$ cat config.mk
export PLATFORM = sky130hd
export DESIGN_NAME = inst_fetch
export DESIGN_NICKNAME = d
export VERILOG_FILES = /design/src/rtl/inst_fetch.sv
export SDC_FILE = /design/constraint.sdc
export NUM_CORES = 1
export LEC_CHECK = 0
export ABC_CLOCK_PERIOD_IN_PS = 10540
export BUFFER_PORTS_ARGS = -buffer_cell sky130_fd_sc_hd__buf_2
export CORE_MARGIN = 2
export CORE_UTILIZATION = 40
export CTS_CLUSTER_DIAMETER = 100
export DETAILED_ROUTE_END_ITERATION = 6
export GPL_TIMING_DRIVEN = 0
export PLACE_DENSITY = 0.57
export SYNTH_ARGS = -nofsm -noshare
export SYNTH_HDL_FRONTEND = slang
export SYNTH_SLANG_ARGS = --single-unit
$ cat constraint.sdc
create_clock -name clk -period 10.54 [get_ports clk]
set_clock_uncertainty 0.1 [all_clocks]
set_input_delay 0.527 -clock clk [delete_from_list [all_inputs] [get_ports clk]]
set_output_delay 0.527 -clock clk [all_outputs]
set_load 0.02 [all_outputs]
$ cat src/rtl/inst_fetch.sv
// inst_fetch: instruction fetch unit with a single outstanding memory request and a small instruction buffer
//   clk         sole clock, all state updates on posedge
//   clr_n       asynchronous active-low reset
//   pc_in       fetch target (word address), sampled when redirect=1
//   redirect    flush the buffer and restart fetching at pc_in
//   halt        level; blocks new fetches, outstanding one completes
//   mem_req/mem_addr/mem_ack              request channel (held until ack)
//   mem_rvalid/mem_rdata                  response channel
//   inst_valid/inst/inst_pc/inst_ready    consumer valid/ready channel
//   busy        request outstanding (REQ or WAIT)
//   fetch_count instructions pushed into the buffer (wraps)
module inst_fetch #(
  parameter int BUF_DEPTH = 2
) (
  input  logic        clk,
  input  logic        clr_n,
  input  logic [31:0] pc_in,
  input  logic        redirect,
  input  logic        halt,
  output logic        mem_req,
  output logic [31:0] mem_addr,
  input  logic        mem_ack,
  input  logic        mem_rvalid,
  input  logic [31:0] mem_rdata,
  output logic        inst_valid,
  output logic [31:0] inst,
  output logic [31:0] inst_pc,
  input  logic        inst_ready,
  output logic        busy,
  output logic [31:0] fetch_count
);
  localparam int AW = $clog2(BUF_DEPTH);
  typedef enum logic [1:0] {IDLE, REQ, WAIT, HALTED} state_t;
  state_t r_state, w_next;
  logic [31:0] r_fetch_addr, r_mem_addr, r_fetch_count;
  logic r_drop;
  logic [31:0] r_buf_inst [BUF_DEPTH];
  logic [31:0] r_buf_pc [BUF_DEPTH];
  logic [AW-1:0] r_wr_ptr, r_rd_ptr;
  logic [AW:0] r_count;
  logic w_start, w_ack, w_resp, w_push, w_pop, w_inflight;
  always_ff @(posedge clk or negedge clr_n)
    if (!clr_n) r_state <= IDLE;
    else r_state <= w_next;
  // A redirect empties the buffer this cycle, so it always leaves room for a request.
  always_comb begin
    w_next = r_state;
    w_start = 1'b0;
    unique case (r_state)
      IDLE: begin
        w_start = !halt && (redirect || r_count < (AW+1)'(BUF_DEPTH));
        w_next = halt ? HALTED : w_start ? REQ : IDLE;
      end
      REQ:    w_next = mem_ack ? WAIT : REQ;
      WAIT:   w_next = mem_rvalid ? (halt ? HALTED : IDLE) : WAIT;
      HALTED: w_next = halt ? HALTED : IDLE;
    endcase
  end
  assign w_inflight = r_state == REQ || r_state == WAIT;
  assign w_ack = r_state == REQ && mem_ack;
  assign w_resp = r_state == WAIT && mem_rvalid;
  assign w_push = w_resp && !r_drop && !redirect;
  assign w_pop = inst_valid && inst_ready && !redirect;
  // With r_drop set, fetch_addr already holds the redirect target and must not advance.
  always_ff @(posedge clk or negedge clr_n)
    if (!clr_n) begin
      r_fetch_addr <= '0;
      r_mem_addr <= '0;
      r_drop <= 1'b0;
      r_wr_ptr <= '0;
      r_rd_ptr <= '0;
      r_count <= '0;
      r_fetch_count <= '0;
    end else begin
      r_fetch_addr <= redirect ? pc_in : (w_ack && !r_drop) ? r_fetch_addr + 32'd1 : r_fetch_addr;
      if (w_start) r_mem_addr <= redirect ? pc_in : r_fetch_addr;
      r_drop <= w_resp ? 1'b0 : (redirect && w_inflight) ? 1'b1 : r_drop;
      r_wr_ptr <= redirect ? '0 : r_wr_ptr + AW'(w_push);
      r_rd_ptr <= redirect ? '0 : r_rd_ptr + AW'(w_pop);
      r_count <= redirect ? '0 : r_count + (AW+1)'(w_push) - (AW+1)'(w_pop);
      if (w_push) r_fetch_count <= r_fetch_count + 32'd1;
    end
  always_ff @(posedge clk)
    if (w_push) begin
      r_buf_inst[r_wr_ptr] <= mem_rdata;
      r_buf_pc[r_wr_ptr] <= r_mem_addr;
    end
  assign mem_req = r_state == REQ;
  assign mem_addr = r_mem_addr;
  assign busy = w_inflight;
  assign fetch_count = r_fetch_count;
  assign inst_valid = r_count != '0;
  // Head entry gated so an empty buffer presents zeros (reset values included).
  assign inst = inst_valid ? r_buf_inst[r_rd_ptr] : '0;
  assign inst_pc = inst_valid ? r_buf_pc[r_rd_ptr] : '0;
endmodule

# ---- Yosys cells after proc, flatten, opt, wreduce, memory -nomap -nowiden
# Memories as Yosys holds them, arrays and structs flattened.
# Cells that the tools add are included.
dict set report op_classes {
  reduce_logical 18
  eq_ne 3
  n_lt_le_gt_ge 1
  addsub 6
  muxes 19
}
# operator n
set op_table {}
lappend op_table {{32-bit two-way mux} 5}
lappend op_table {{32-bit by 1-bit adder with 32-bit output (second input constant)} 2}
lappend op_table {{2-bit two-way mux} 5}
lappend op_table {{1-bit logical AND} 9}
lappend op_table {{1-bit two-way mux} 8}
lappend op_table {{2-bit one-hot mux with 4 select lines} 1}
lappend op_table {{2-bit nonzero test} 3}
lappend op_table {{2-bit == test (second input constant)} 2}
lappend op_table {{1-bit logical NOT} 3}
lappend op_table {{1-bit adder} 2}
lappend op_table {{2-bit by 1-bit adder with 2-bit output} 1}
lappend op_table {{2-bit by 1-bit == test with 1-bit output (second input constant)} 1}
lappend op_table {{2-bit logical NOT} 1}
lappend op_table {{1-bit logical OR} 2}
lappend op_table {{2-bit less-than comparator (second input constant)} 1}
lappend op_table {{2-bit by 1-bit subtractor with 2-bit output} 1}
dict set report totals {
  out_inout_bits 131
  reg_bits 103
  memories 2
  ramBits 128
  wordCells 57
  in_bits 71
}
# name words width rd rd_ports_with_merged_regs wr line_no
set memory_table {}
lappend memory_table {r_buf_inst 2 32 1 0 1 37} ;# logic [31:0] r_buf_inst [BUF_DEPTH];
lappend memory_table {r_buf_pc 2 32 1 0 1 38} ;# logic [31:0] r_buf_pc [BUF_DEPTH];

# ---- Longest topological paths before layout
dict set report depth {
  depth_word 7
  ltp_mapped 11
}

# ---- Least setup slack after synthesis
# OpenSTA, ideal clock, no wires.
dict set report synth_path {
  path_type {flip-flop to flip-flop}
  start {register r_state[0]}
  end {memory r_buf_inst[0][0], enable pin}
  path_stages_with_launch 7
  required_time_ps 9953
  t_arrival_ps 3751
  path_slack_ps 6202
  cell_sequence {dfrtp_1 -> inv_1 -> ha_1 -> and4bb_1 -> buf_4 -> inv_4 -> nor2_1}
}
dict set report synth_via {
  elab_chain_cells 6
}
# item line_no
set synth_lines {}
lappend synth_lines {{from (decl)} 34} ;# state_t r_state, w_next;
lappend synth_lines {{from (signal assigned)} 44} ;# else r_state <= w_next;
lappend synth_lines {{2-bit == test} 61} ;# assign w_resp = r_state == WAIT && mem_rvalid;
lappend synth_lines {{1-bit logical AND} 61}
lappend synth_lines {{1-bit logical AND (2 in series)} 62} ;# assign w_push = w_resp && !r_drop && !redirect;
lappend synth_lines {{1-bit two-way mux} 84} ;# if (w_push) begin
lappend synth_lines {{1-bit two-way mux (implied by the code)} 85} ;# r_buf_inst[r_wr_ptr] <= mem_rdata;
lappend synth_lines {{to (decl)} 37}
# Every way passes these cells.

# ---- Worst setup path after layout
dict set report layout_path {
  start {register r_rd_ptr}
  end {output port inst_pc[25]}
}
dict set report layout_via {
  elab_chain_cells 2
}
# item line_no
set layout_lines {}
lappend layout_lines {{from (decl)} 39} ;# logic [AW-1:0] r_wr_ptr, r_rd_ptr;
lappend layout_lines {{from (signal assigned)} 79} ;# r_rd_ptr <= redirect ? '0 : r_rd_ptr + AW'(w_pop);
lappend layout_lines {{memory 2 x 32 bit} n/a}
lappend layout_lines {{32-bit two-way mux} 95} ;# assign inst_pc = inst_valid ? r_buf_pc[r_rd_ptr] : '0;
lappend layout_lines {{to (decl)} 27} ;# output logic [31:0] inst_pc,
# Every way passes these cells.

==> flow_summary_export.csv <==
group,metric,value,unit
status,status,"complete, no violations",
clocking,cts_tree,"done",
clocking,clkTransAtPathRegs,0.06,ns
die,die_w,161,um
placement,preCtsSetupSlack,7.61,ns
final_layout,nets,1105,
final_layout,layout-drive-gt1-share,24.9,%
critical_path,crit_type,"reg2out",
power,power,2.62,mW
global_route,grt_pass1_wl,38.2,mm
placement,numPortBuffers,201,
final_layout,seqCellArea,6420,um2
synthesis,syn_nets,871,
power,powerDensity,213,nW/um2
critical_path,start_kind,"flop",
synthesis,synth_edf_count,128,
timing,worst-slew-pin-transition,0.858,ns
clocking,htreeDepth,1,
synthesis,syn_inst,790,
die,start_util,40.7,%
critical_path,r2r_cells,7,
clocking,ctsRootBufferMaster,"clkbuf_16",
critical_path,worstSetupEndpoint,"inst_pc[25]",
timing,setup_viol,0,
final_layout,area_growth,24.8,%
global_route,grt_max_degree,58,
synthesis,ys_ff_latch,231,
placement,placed_area,11400,um2
synthesis,synthArstFlopShare,44.6,%
clocking,cts_made_buffers,26,
synthesis,yosys.cell_types.count,52,
clocking,cts_sinks,231,
critical_path,rr_startpoint,"r_state[1]",
synthesis,avgSynthCellArea,12.5,um2
die,num_rows,57,
final_layout,mostFrequentLayoutCells,"buf_2 (202), edfxtp_1 (128), nor2_1 (123)",
critical_path,worst-path-max-fanout,10,
timing,slew_violations,0,
critical_path,arrival,2.67,ns
detailed_routing,routed_wl,24.5,mm
timing,rsz0062_at_grt,"false",
timing,fin_crit,3.30,ns
die,ios,202,
detailed_routing,drt_iter0_drc,404,
die,fp.dieArea,25900,um2
critical_path,ff2ff_setup_slack,7.85,ns
power,worst_ir_drop_vdd,133,uV
clocking,cts_buffer_depth,3,
detailed_routing,drt_first_pass_iters,4,
timing,fin_crit_sh,31.3,%
final_layout,fillCellCount,2217,
run,cap_violations,0,
clocking,clk_latency,0.53,ns
clocking,post-cts-setup-buffer-count,0,
final_layout,multi_input_area,3260,um2
placement,gp_congestion,0.825,
critical_path,crit_start,"r_rd_ptr",
timing,holdWs,0.0848,ns
power,p_leak,5.06,nW
timing,slew-limit-headroom,42.8,%
detailed_routing,vias,6885,
synthesis,ys_warn_count,0,
placement,dpl.hpwl,16.9,mm
detailed_routing,post-route-drc-count,0,
timing,worst_slack,7.24,ns
die,coreArea,24200,um2
global_route,grt_pass1_vias,6854,
timing,fin_setup_tns,0,ns
timing,hold_viol_final,0,
critical_path,worst-endpoint-required,9.91,ns
global_route,antenna_found_initial,3,
synthesis,seq_area_frac_synth,65.1,%
critical_path,cp-end-kind,"output pin",
global_route,overflow,0,
detailed_routing,wl_per_cell,17.9,um
final_layout,final_area,12300,um2
hold_path,holdPathStages,1,
detailed_routing,viasPerCell,5.03,
critical_path,timing.rr.end,"r_fetch_addr[26]",
timing,fmaxAchievable,303,MHz
detailed_routing,drtAntennaViolNets,0,
clocking,cts_resized,0,
synthesis,synth_area,9860,um2
hold_path,hold_class,"in2reg",
synthesis,ys.flop_type,"edfxtp_1",
final_layout,final_common_cell,"buf_2",
global_route,grt_use_total,18.7,%
die,die_h,161,um
==> routing by layer <==
metal  track usage (%)  up-vias  wire [um]
met1              25.6     3316      11000
met2              30.9      190      11600
met4              5.07        2        469
li1                  -     3345          -
met3              3.62       32       1380
met5                 0        -         13
==> power by group <==
| group | internal (mW) | total, mW | switching [mW] | leakage [nW] |
|---|---|---|---|---|
| registers | 1.09 | 1.18 | 0.0963 | 2.41 |
| clock network | 0.568 | 0.930 | 0.362 | 0.449 |
| logic | 0.172 | 0.506 | 0.334 | 2.20 |
==> synthesized netlist by cell type, drive strengths merged, types with 3 or more instances <==
cell | number | area (um2)
ha | 10 | 125
a311oi | 4 | 35.0
a211oi | 9 | 67.6
xor2 | 12 | 105
nand2 | 55 | 206
a21oi | 33 | 165
nor3 | 14 | 80.1
nor4 | 5 | 37.5
and3 | 15 | 93.8
o21a | 3 | 22.5
nor2b | 7 | 43.8
nand3 | 22 | 110
mux2i | 84 | 841
and4 | 8 | 70.1
dfrtp | 103 | 2580
nor2 | 126 | 483
o211ai | 3 | 22.5
a31oi | 11 | 68.8
o21ai | 12 | 60.1
a221oi | 5 | 43.8
clkbuf | 22 | 82.6
and2 | 5 | 31.3
xnor2 | 28 | 245
inv | 14 | 55.1
buf | 14 | 58.8
edfxtp | 128 | 3840
nand4 | 15 | 93.8
==> how the worst min path moves through the flow <==
stage / startpoint / end / slack [ns]
CTS: mem_rdata[2] / r_buf_inst[1][2] / 0.05
detailed placement: fetch_count[31] / fetch_count[31] / 0.36
finish: mem_rdata[2] / r_buf_inst[1][2] / 0.08
global route: mem_rdata[2] / r_buf_inst[0][2] / 0.06
global placement: fetch_count[31] / fetch_count[31] / 0.36
floorplan: clr_n / fetch_count[0] / 0.13
==> critical path, stage by stage, from the launching register on <==
cell	delay (ns)
dfrtp_1	0.34
clkbuf_1	0.57
buf_1	0.70
mux2i_1	0.29
nor2_1	0.07
buf_2	0.18
==> area by class of cell <==
| type | instances | area share, % |
|---|---|---|
| inverters | 15 | 0.478 |
| multi-input cells | 508 | 26.5 |
| repair buffers | 206 | 9.11 |
| well taps | 324 | 3.29 |
| plain buffers | 36 | 1.15 |
| flip-flops and latches | 231 | 52.2 |
| diodes | 1 | 0.0203 |
| clock inverters | 16 | 1.31 |
| clock buffers | 32 | 5.98 |
==> state kept, by name, indices dropped and copies added, names as in the netlist <==
signal	count
r_count	2
r_rd_ptr	1
r_wr_ptr	1
r_buf_inst	64
r_fetch_addr	32
r_state	2
r_buf_pc	64
mem_addr	32
fetch_count	32
r_drop	1
==> kinds of logic after synthesis <==
logic type / Yosys count / synth area share (%)
simple gates: 284 / 13.7
flops: 231 / 65.1
compound gates: 89 / 5.70
mux: 85 / 8.64
buf+inv: 51 / 2.03
xor+xnor: 40 / 3.55
fa+ha+maj: 10 / 1.27
==> stage by stage <==
stage          cells  util, %
2_1_floorplan    790        -
3_3_place_gp    1315     46.5
3_5_place_dp    1319     47.0
4_1_cts         1368     50.7
5_1_grt         1368     50.7
6_report        1369     50.8
==> repair_timing <==
| action | CTS | global route |
|---|---|---|
| endpoints found under the hold margin | 46 | 0 |
| hold buffers | 1 | 0 |
| setup endpoints to repair | 0 | 0 |
Power figures use the tool's default switching activity.
